[config.mk]
export PLATFORM = sky130hd
export DESIGN_NAME = nonce_sweep_ctrl_flat
export DESIGN_NICKNAME = d
export VERILOG_FILES = /design/src/rtl/bithash_pkg.sv /design/src/rtl/nonce_sweep_ctrl_if.sv /design/src/rtl/nonce_range_counter.sv /design/src/rtl/nonce_sweep_ctrl.sv /design/src/flat_wrapper.sv
export SDC_FILE = /design/constraint.sdc
export NUM_CORES = 1
export LEC_CHECK = 0
export BUFFER_PORTS_ARGS = -buffer_cell sky130_fd_sc_hd__buf_2
export CAP_MARGIN = 20
export CORE_AREA = 2 2 267 269
export DETAILED_ROUTE_END_ITERATION = 8
export DIE_AREA = 0 0 269 271
export SLEW_MARGIN = 20
export SYNTH_ARGS = -nofsm -noshare
export SYNTH_HDL_FRONTEND = slang
export SYNTH_SLANG_ARGS = --single-unit
[constraint.sdc]
create_clock -name clk -period 4.9 [get_ports clk]
set_input_delay 0.98 -clock clk [delete_from_list [all_inputs] [get_ports clk]]
set_output_delay 0.98 -clock clk [all_outputs]
set_load 0.02 [all_outputs]
[src/rtl/bithash_pkg.sv]
// Shared types and widths for the nonce sweep datapath.
package bithash_pkg;

    localparam int NONCE_W     = 32;
    localparam int HASH_W      = 256;
    localparam int CMP_LATENCY = 8;

    typedef enum logic [1:0] {
        S_IDLE,
        S_LAUNCH,
        S_WAIT_HASH,
        S_COMPARE
    } sweep_state_t;

endpackage

[src/rtl/nonce_sweep_ctrl_if.sv]
// Hash core / comparator handshake bundle driven by the sweep controller.
interface nonce_sweep_ctrl_if;
    import bithash_pkg::*;

    logic [NONCE_W-1:0] nonce;
    logic               hash_start;
    logic               hash_ready;
    logic               cmp_en;
    logic               cmp_done;
    logic               cmp_end_nonce;
    logic [HASH_W-1:0]  cmp_hash;

    modport master (
        output nonce, hash_start, cmp_en,
        input  hash_ready, cmp_done, cmp_end_nonce, cmp_hash
    );

    modport slave (
        input  nonce, hash_start, cmp_en,
        output hash_ready, cmp_done, cmp_end_nonce, cmp_hash
    );

endinterface

[src/rtl/nonce_range_counter.sv]
// Current nonce and inclusive end register; last is true when the current
// nonce equals the end value, so wrapped ranges need no special handling.
module nonce_range_counter
    import bithash_pkg::*;
(
    input  logic               clk,
    input  logic               rst,
    input  logic               load,
    input  logic               inc,
    input  logic [NONCE_W-1:0] start_val,
    input  logic [NONCE_W-1:0] end_val,
    output logic [NONCE_W-1:0] nonce,
    output logic               last
);

    logic [NONCE_W-1:0] nonce_q, nonce_d;
    logic [NONCE_W-1:0] end_q, end_d;

    always_comb begin
        nonce_d = nonce_q;
        end_d   = end_q;
        if (load) begin
            nonce_d = start_val;
            end_d   = end_val;
        end else if (inc) begin
            nonce_d = nonce_q + NONCE_W'(1);
        end
    end

    always_ff @(posedge clk) begin
        if (rst) begin
            nonce_q <= '0;
            end_q   <= '0;
        end else begin
            nonce_q <= nonce_d;
            end_q   <= end_d;
        end
    end

    assign nonce = nonce_q;
    assign last  = (nonce_q == end_q);

endmodule

[src/rtl/nonce_sweep_ctrl.sv]
// Sweep FSM: launches one hash per nonce, gates the comparator, and latches
// the first winning nonce/hash, range exhaustion or comparator timeout.
module nonce_sweep_ctrl
    import bithash_pkg::*;
#(
    parameter int CMP_TIMEOUT = 16
) (
    input  logic                 clk,
    input  logic                 rst,
    input  logic                 start,
    input  logic                 abort,
    input  logic [NONCE_W-1:0]   nonce_start,
    input  logic [NONCE_W-1:0]   nonce_end,
    nonce_sweep_ctrl_if.master   bus,
    output logic                 busy,
    output logic                 found,
    output logic                 exhausted,
    output logic                 cmp_err,
    output logic [NONCE_W-1:0]   found_nonce,
    output logic [HASH_W-1:0]    found_hash,
    output logic [31:0]          hashes_done
);

    localparam int WD_W = $clog2(CMP_TIMEOUT + 1);

    sweep_state_t        state_q, state_d;
    logic                hash_start_q, hash_start_d;
    logic                cmp_en_q, cmp_en_d;
    logic                busy_q, busy_d;
    logic                found_q, found_d;
    logic                exhausted_q, exhausted_d;
    logic                cmp_err_q, cmp_err_d;
    logic [NONCE_W-1:0]  found_nonce_q, found_nonce_d;
    logic [HASH_W-1:0]   found_hash_q, found_hash_d;
    logic [31:0]         hashes_done_q, hashes_done_d;
    logic [WD_W-1:0]     wd_q, wd_d;

    logic                cnt_load, cnt_inc, cnt_last;
    logic [NONCE_W-1:0]  cur_nonce;

    nonce_range_counter u_range (
        .clk       (clk),
        .rst       (rst),
        .load      (cnt_load),
        .inc       (cnt_inc),
        .start_val (nonce_start),
        .end_val   (nonce_end),
        .nonce     (cur_nonce),
        .last      (cnt_last)
    );

    always_comb begin
        state_d       = state_q;
        hash_start_d  = 1'b0;
        cmp_en_d      = cmp_en_q;
        busy_d        = busy_q;
        found_d       = found_q;
        exhausted_d   = exhausted_q;
        cmp_err_d     = cmp_err_q;
        found_nonce_d = found_nonce_q;
        found_hash_d  = found_hash_q;
        hashes_done_d = hashes_done_q;
        wd_d          = wd_q;
        cnt_load      = 1'b0;
        cnt_inc       = 1'b0;

        if (abort) begin
            state_d  = S_IDLE;
            cmp_en_d = 1'b0;
            busy_d   = 1'b0;
        end else begin
            unique case (state_q)
                S_IDLE: begin
                    if (start) begin
                        cnt_load      = 1'b1;
                        found_d       = 1'b0;
                        exhausted_d   = 1'b0;
                        cmp_err_d     = 1'b0;
                        hashes_done_d = '0;
                        busy_d        = 1'b1;
                        hash_start_d  = 1'b1;
                        state_d       = S_LAUNCH;
                    end
                end
                S_LAUNCH: begin
                    cmp_en_d = 1'b0;
                    state_d  = S_WAIT_HASH;
                end
                S_WAIT_HASH: begin
                    if (bus.hash_ready) begin
                        cmp_en_d = 1'b1;
                        wd_d     = '0;
                        state_d  = S_COMPARE;
                    end
                end
                S_COMPARE: begin
                    if (bus.cmp_done) begin
                        cmp_en_d      = 1'b0;
                        hashes_done_d = hashes_done_q + 32'd1;
                        if (bus.cmp_end_nonce) begin
                            found_d       = 1'b1;
                            found_nonce_d = cur_nonce;
                            found_hash_d  = bus.cmp_hash;
                            busy_d        = 1'b0;
                            state_d       = S_IDLE;
                        end else if (cnt_last) begin
                            exhausted_d = 1'b1;
                            busy_d      = 1'b0;
                            state_d     = S_IDLE;
                        end else begin
                            cnt_inc      = 1'b1;
                            hash_start_d = 1'b1;
                            state_d      = S_LAUNCH;
                        end
                    end else if (wd_q == WD_W'(CMP_TIMEOUT - 1)) begin
                        // Fires on the CMP_TIMEOUT-th edge with cmp_en high.
                        cmp_err_d = 1'b1;
                        cmp_en_d  = 1'b0;
                        busy_d    = 1'b0;
                        state_d   = S_IDLE;
                    end else begin
                        wd_d = wd_q + WD_W'(1);
                    end
                end
                default: state_d = S_IDLE;
            endcase
        end
    end

    always_ff @(posedge clk) begin
        if (rst) begin
            state_q       <= S_IDLE;
            hash_start_q  <= 1'b0;
            cmp_en_q      <= 1'b0;
            busy_q        <= 1'b0;
            found_q       <= 1'b0;
            exhausted_q   <= 1'b0;
            cmp_err_q     <= 1'b0;
            found_nonce_q <= '0;
            found_hash_q  <= '0;
            hashes_done_q <= '0;
            wd_q          <= '0;
        end else begin
            state_q       <= state_d;
            hash_start_q  <= hash_start_d;
            cmp_en_q      <= cmp_en_d;
            busy_q        <= busy_d;
            found_q       <= found_d;
            exhausted_q   <= exhausted_d;
            cmp_err_q     <= cmp_err_d;
            found_nonce_q <= found_nonce_d;
            found_hash_q  <= found_hash_d;
            hashes_done_q <= hashes_done_d;
            wd_q          <= wd_d;
        end
    end

    assign bus.nonce      = cur_nonce;
    assign bus.hash_start = hash_start_q;
    assign bus.cmp_en     = cmp_en_q;
    assign busy           = busy_q;
    assign found          = found_q;
    assign exhausted      = exhausted_q;
    assign cmp_err        = cmp_err_q;
    assign found_nonce    = found_nonce_q;
    assign found_hash     = found_hash_q;
    assign hashes_done    = hashes_done_q;

endmodule

[src/flat_wrapper.sv]
// flat-port wrapper written by rule: the top's interface ports become plain ports
module nonce_sweep_ctrl_flat import bithash_pkg::*;
#(
    parameter int CMP_TIMEOUT = 16
)
  (clk, rst, start, abort, nonce_start, nonce_end, busy, found, exhausted, cmp_err, found_nonce, found_hash, hashes_done, bus_nonce, bus_hash_start, bus_cmp_en, bus_hash_ready, bus_cmp_done, bus_cmp_end_nonce, bus_cmp_hash);
  nonce_sweep_ctrl_if bus_i ();
  input  logic clk;
  input  logic rst;
  input  logic start;
  input  logic abort;
  input  logic [NONCE_W-1:0] nonce_start;
  input  logic [NONCE_W-1:0] nonce_end;
  output logic busy;
  output logic found;
  output logic exhausted;
  output logic cmp_err;
  output logic [NONCE_W-1:0] found_nonce;
  output logic [HASH_W-1:0] found_hash;
  output logic [31:0] hashes_done;
  output wire logic [$bits(bus_i.nonce)-1:0] bus_nonce;
  output wire logic [$bits(bus_i.hash_start)-1:0] bus_hash_start;
  output wire logic [$bits(bus_i.cmp_en)-1:0] bus_cmp_en;
  input wire logic [$bits(bus_i.hash_ready)-1:0] bus_hash_ready;
  input wire logic [$bits(bus_i.cmp_done)-1:0] bus_cmp_done;
  input wire logic [$bits(bus_i.cmp_end_nonce)-1:0] bus_cmp_end_nonce;
  input wire logic [$bits(bus_i.cmp_hash)-1:0] bus_cmp_hash;
  assign bus_nonce = bus_i.nonce;
  assign bus_hash_start = bus_i.hash_start;
  assign bus_cmp_en = bus_i.cmp_en;
  assign bus_i.hash_ready = bus_hash_ready;
  assign bus_i.cmp_done = bus_cmp_done;
  assign bus_i.cmp_end_nonce = bus_cmp_end_nonce;
  assign bus_i.cmp_hash = bus_cmp_hash;
  nonce_sweep_ctrl #(.CMP_TIMEOUT(CMP_TIMEOUT)) u_core (.clk(clk), .rst(rst), .start(start), .abort(abort), .nonce_start(nonce_start), .nonce_end(nonce_end), .bus(bus_i), .busy(busy), .found(found), .exhausted(exhausted), .cmp_err(cmp_err), .found_nonce(found_nonce), .found_hash(found_hash), .hashes_done(hashes_done));
endmodule
* Word-level counts from Yosys, hierarchy flattened *
Cells that the tools add are included.

operators by class
  eq/ne operators = 16
  reduce and logical (&&, ||, !) cells = 15
  bitwise gates (word level) = 1
  add/subtract/negate cells = 3
  multiplexer cells = 45

operators by type and width
  operator               count
  $mux 32                4
  $add 32x1->32 const B  2
  $pmux 32 s2            1
  $eq 32x32->1           1
  $mux 1                 24
  $mux 5                 3
  $reduce_and 5->1       3
  $ne 2x2->1 const B     7
  $reduce_and 4->1       3
  $mux 2                 5
  $pmux 1 s2             5
  $pmux 5 s2             1
  $pmux 2 s4             1
  $reduce_and 3->1       2
  $reduce_and 6->1       1
  $reduce_bool 2->1      3
  $add 5x1->5 const B    1
  $eq 5x4->1 const B     1
  $eq 2x2->1 const B     2
  $ne 2x1->1 const B     2
  $ne 4x3->1 const B     1
  $ne 3x2->1 const B     1
  $pmux 1 s3             1
  $reduce_bool 3->1      1
  4 further kinds        4

word-level totals
  word-level logic and storage cells = 93
  input bits = 327
  output and inout bits = 358
  register bits after elaboration = 397

* Depth between registers and ports, before layout *
  word-level depth = 8
  gate-level depth with buffers = 9
  depth with buffers taken out = 9

* Cells and area by module *
Synthesis repeated with hierarchy kept, for this count alone.

second synthesis, totals
  cells, all modules = 1897
  area total of the unflattened synthesis = 15429.8 um^2

by module, submodules not included
  module               cells an instance  sequential area each (um^2)  area an instance (um^2)  instances
  nonce_sweep_ctrl     1527               6666.4                       12159.2                  1
  nonce_range_counter  370                1281.2                       3270.6                   1

* Worst setup path before layout *
Ideal clock, no wire load.

  kind = in2reg
  start point = input port abort
  end point = register u_core.u_range.nonce_q[9], in the netlist u_core.u_range.nonce[9]
  buffers on the path = 1
  stages on the path = 6
  data arrival time = 2439 ps
  data required time = 4809 ps
  path slack = 2370 ps
  cells stage by stage = buf_2 and4bb_1 nand4_1 or2_1 or4_1 a311oi_1

between the ends
  cells in the longest elaborated chain, start to end = 2
  elaborated cells on any way between the ends = 4
  those cells by class = mux: 3; reduce/logical: 1

RTL lines
  what                                                 line                       source
  start: declaration                                   flat_wrapper.sv:11         input logic abort;
  $mux 1                                               nonce_sweep_ctrl.sv:67     if (abort) begin
  $mux 32 / $reduce_bool 2->1 (equally long branches)  n/a
  end signal: assignment                               nonce_range_counter.sv:35  nonce_q <= nonce_d;
  end: declaration                                     nonce_range_counter.sv:16  logic [NONCE_W-1:0] nonce_q, nonce_d;

Parallel ways exist; a longest one is shown, timed or not.
A chain may end at the register's enable or synchronous reset.

* Worst setup path in the final report *
  start point = register u_core.state_q[1]
  end point = register u_core.hashes_done_q[29], in the netlist u_core.hashes_done[29]

between the ends
  cells in the longest elaborated chain, start to end = 3
  elaborated cells on any way between the ends = 7
  those cells by class = eq/ne: 3; mux: 1; reduce/logical: 3

RTL lines
  what                                                                     line                     source
  start: declaration                                                       nonce_sweep_ctrl.sv:26   sweep_state_t state_q, state_d;
  start signal: assignment                                                 nonce_sweep_ctrl.sv:144  state_q <= state_d;
  $eq 2x2->1 / $logic_not 2->1 (equally long branches)                     nonce_sweep_ctrl.sv:72   unique case (state_q)
  $ne 2x2->1 (no source line) / $reduce_bool 2->1 (equally long branches)  n/a
  $reduce_and 4->1 (no source line)                                        n/a
  end signal: assignment                                                   nonce_sweep_ctrl.sv:153  hashes_done_q <= hashes_done_d;
  end: declaration                                                         nonce_sweep_ctrl.sv:35   logic [31:0] hashes_done_q, hashes_done_d;

Parallel ways exist; a longest one is shown, timed or not.

==> key figures <==
Drt
  – DRC Markers: 0
  – Vias per cell: 4.42
  – Drt initial violations: 1,079
  – WL final: 60.7 mm
  – DR WL/cell: 17.0 um
  – Detailed-route via count: 15,700
  – DRT Pass-1 Iters: 5
  – Antenna-violating nets left: 0

Critical path
  – Critical path, cell by cell: ha_1 > nor2_1 > a2111oi_4 > nand4_1 > nor2_2 > or4b_1 > a21oi_1
  – Reg2reg start: u_core.state_q[1]
  – Critical path class: reg -> reg
  – CP peak stage delay: 0.56 ns
  – R2r setup slk: 1.75 ns
  – Worst path slowest cell: ha_1
  – Setup crit start kind: register
  – Required time worst endpoint: 5.40 ns
  – Worst setup path startpoint: u_core.state_q[1]
  – CP arrival: 3.65 ns
  – CP endpoint kind: register
  – Maximum fanout along the worst path: 14

Placed design
  – Gpl congestion: 0.863
  – Detailed Place HPWL: 44.4 mm
  – IO buf count: 684

Floorplanning
  – Num rows: 97
  – Height of the die: 271 um
  – Die width: 269 um
  – # IOs: 685
  – Core area: 69,800 um2
  – Die Area: 72,900 um2
  – Starting Density: 22.2%

STA
  – Fmax: 317 MHz
  – Final Setup Violations: 0
  – Actual slew at the worst max-slew pin: 0.928 ns
  – Fin Setup TNS: 0 ns
  – Min cycle time layout: 3.15 ns
  – Fin. max-slew vios: 0
  – Worst slew margin: 38.1%
  – RSZ-0062 raised after global routing: false
  – Fin crit share: 64.3%
  – Fin. Hold Viols: 0
  – Setup Skew: 0.0137 ns

Hold path
  – Hold crit path type: reg -> reg
  – Hold_sp: u_core.found_hash[104]

Clock network
  – Clock slew at reported path FFs: 0.06 ns
  – Root Driver: clkbuf_16
  – # hold bufs at CTS: 0
  – CTS Buf Count: 45
  – H-tree levels: 2
  – Setup bufs post-CTS: 0
  – CTS Buffer Depth: 3
  – CTS tree: done
  – Clock network latency to the later pin of the worst-skew pair: 0.57 ns
  – Sink Count: 397
  – Post-CTS Resized: 0

Synthesis
  – Synthesized area per cell: 7.88 um2
  – Asr flop ratio synth: 0%
  – Yosys top cell area share: 51.4%
  – Syn Nets: 2,296
  – Flops & latches, synth: 397
  – Seq/Total Area, Yosys: 51.4%
  – Synth unique cells: 64
  – Leading area contributor after synthesis: dfxtp_1
  – Synth area leaders: dfxtp_1, nand2_1, a21oi_1
  – Top_reg_cell synth: dfxtp_1
  – Synthesis warning total: 0
  – Post-Syn Area: 15,500 um2
  – EDFF count, synth: 0
  – Synthesized instance count: 1,962

GRT
  – Total grt overflow: 0
  – First-pass GRT wire length: 89.5 mm
  – Initial antenna violation count: 17
  – GR Util All Layers: 15.8%
  – Largest net degree at the start of global routing: 156
  – Vias in the first global route: 14,900

Pwr
  – PD cells: 344 nW/um2
  – Sequential Power Share: 45.2%
  – Power share of the clock group: 48.6%
  – Power share of the combinational group: 6.2%
  – Maximum VDD drop: 0.000240 V
  – Switching Share: 23.7%
  – Psw: 0.00175 W
  – Internal Pwr Total: 0.00562 W
  – Leak pwr: 8.87 nW

Flow run
  – Max Cap Viol: 0

Run status
  – Status: finished clean

Final layout
  – Fill cell count: 7,628
  – Final nets: 2,911
  – Post-layout util: 30.7%
  – Multi-input gate area: 6910 um2
  – Layout area overhead: 38.8%
  – Commonest cells after routing, fill and taps aside: buf_2, nand2_1, dfxtp_1, a21oi_1, nor2_1
  – Proportion of layout cells with a drive suffix above 1: 31.3%
  – FF+latch area: 7950 um2
  – Most common cell after layout, fill and taps aside: buf_2
-- cells by family (layout without fill, tap and decap cells) --
| family | count (synthesis) | count (layout) | share of synthesized area (%) |
|---|---|---|---|
| mux | 6 | 6 | 0.397 |
| fa+ha+maj | 7 | 7 | 0.567 |
| simple gates | 896 | 896 | 24.4 |
| buf+inv | 164 | 813 | 4.24 |
| other cells | 0 | 12 | 0 |
| xor+xnor | 65 | 65 | 3.68 |
| compound gates | 427 | 427 | 15.3 |
| flops | 397 | 397 | 51.4 |
-- path summary, 6_finish.rpt --
path / cells after the start / to
max: 7 / u_core.hashes_done[29]
min: 2 / u_core.found_hash[104]
max reg2reg: 7 / u_core.hashes_done[29]
min reg2reg: 2 / u_core.found_hash[104]
-- per-layer routing --
layer	track usage [%]	routed length, um	vias up
met4	5.04	1470	12
met5	0	75	-
met2	25.6	28200	603
met1	19.9	25100	7254
li1	-	-	7768
met3	5.08	5860	96
-- synthesized netlist by cell type, types with 3 or more instances --
master	number
nand2_1	681
dfxtp_1	397
a21oi_1	342
clkbuf_1	105
nor2_1	69
xnor2_1	56
buf_2	30
nand4_1	25
nand3_1	22
nor3_1	22
o21ai_0	22
inv_1	19
and3_1	15
a211oi_1	14
and4_1	11
a311oi_1	9
nor4_1	9
or3_1	9
xor2_1	9
buf_1	7
ha_1	7
o31ai_1	7
a31oi_1	6
a31o_2	5
and2_1	5
mux2i_1	5
nand2b_1	5
o2111ai_1	3
or4_1	3
-- worst max-delay path: cells and delay by family, from the launching register on --
family | cells | cell delay (ns)
and+or+nand+nor | 4 | 1.53
AOI/OAI and AO/OA | 2 | 0.59
adders and majority gates | 1 | 0.56
DFF | 1 | 0.39
-- stage by stage --
stage / area (um2) / std cells / hold WS, ns / power [W] / setup slack (ns)
final: 21500 / 3563 / 0.450 / 0.00737 / 1.75
after CTS: 21400 / 3551 / 0.451 / 0.00748 / 1.59
after global placement: 19800 / 3470 / 0.438 / 0.00385 / 1.56
after global routing: 21400 / 3559 / 0.467 / 0.00764 / 1.51
after floorplan: 15500 / 1962 / 0.450 / 0.00359 / 2.37
after detailed placement: 19800 / 3470 / 0.443 / 0.00385 / 1.56
-- power groups by stage --
stage                     combinational, W  sequential [W]  clock [W]
after floorplan                   0.000198         0.00339          0
after global placement            0.000453         0.00340          0
after detailed placement          0.000454         0.00340          0
after CTS                         0.000456         0.00333    0.00370
after global routing              0.000499         0.00333    0.00381
final                             0.000457         0.00333    0.00358
-- registers in the layout, summed over array words and instances (netlist names), 2 cells and up --
name,count
u_core.found_nonce,32
u_core.hashes_done,32
u_core.wd_q,5
u_core.state_q,2
u_core.u_range.nonce,32
u_core.u_range.end_q,32
u_core.found_hash,256
-- layout make-up --
type                            count  share of cell area (%)
Clock buffer                       67                    6.49
Sequential cell                   397                    37.1
Tap cell                          940                    5.48
Antenna cell                       12                   0.140
Clock inverter                     14                   0.840
Multi-Input combinational cell   1401                    32.2
Inverter                           20                   0.350
Timing Repair Buffer              712                    17.5
Power figures use the tool's default switching activity.
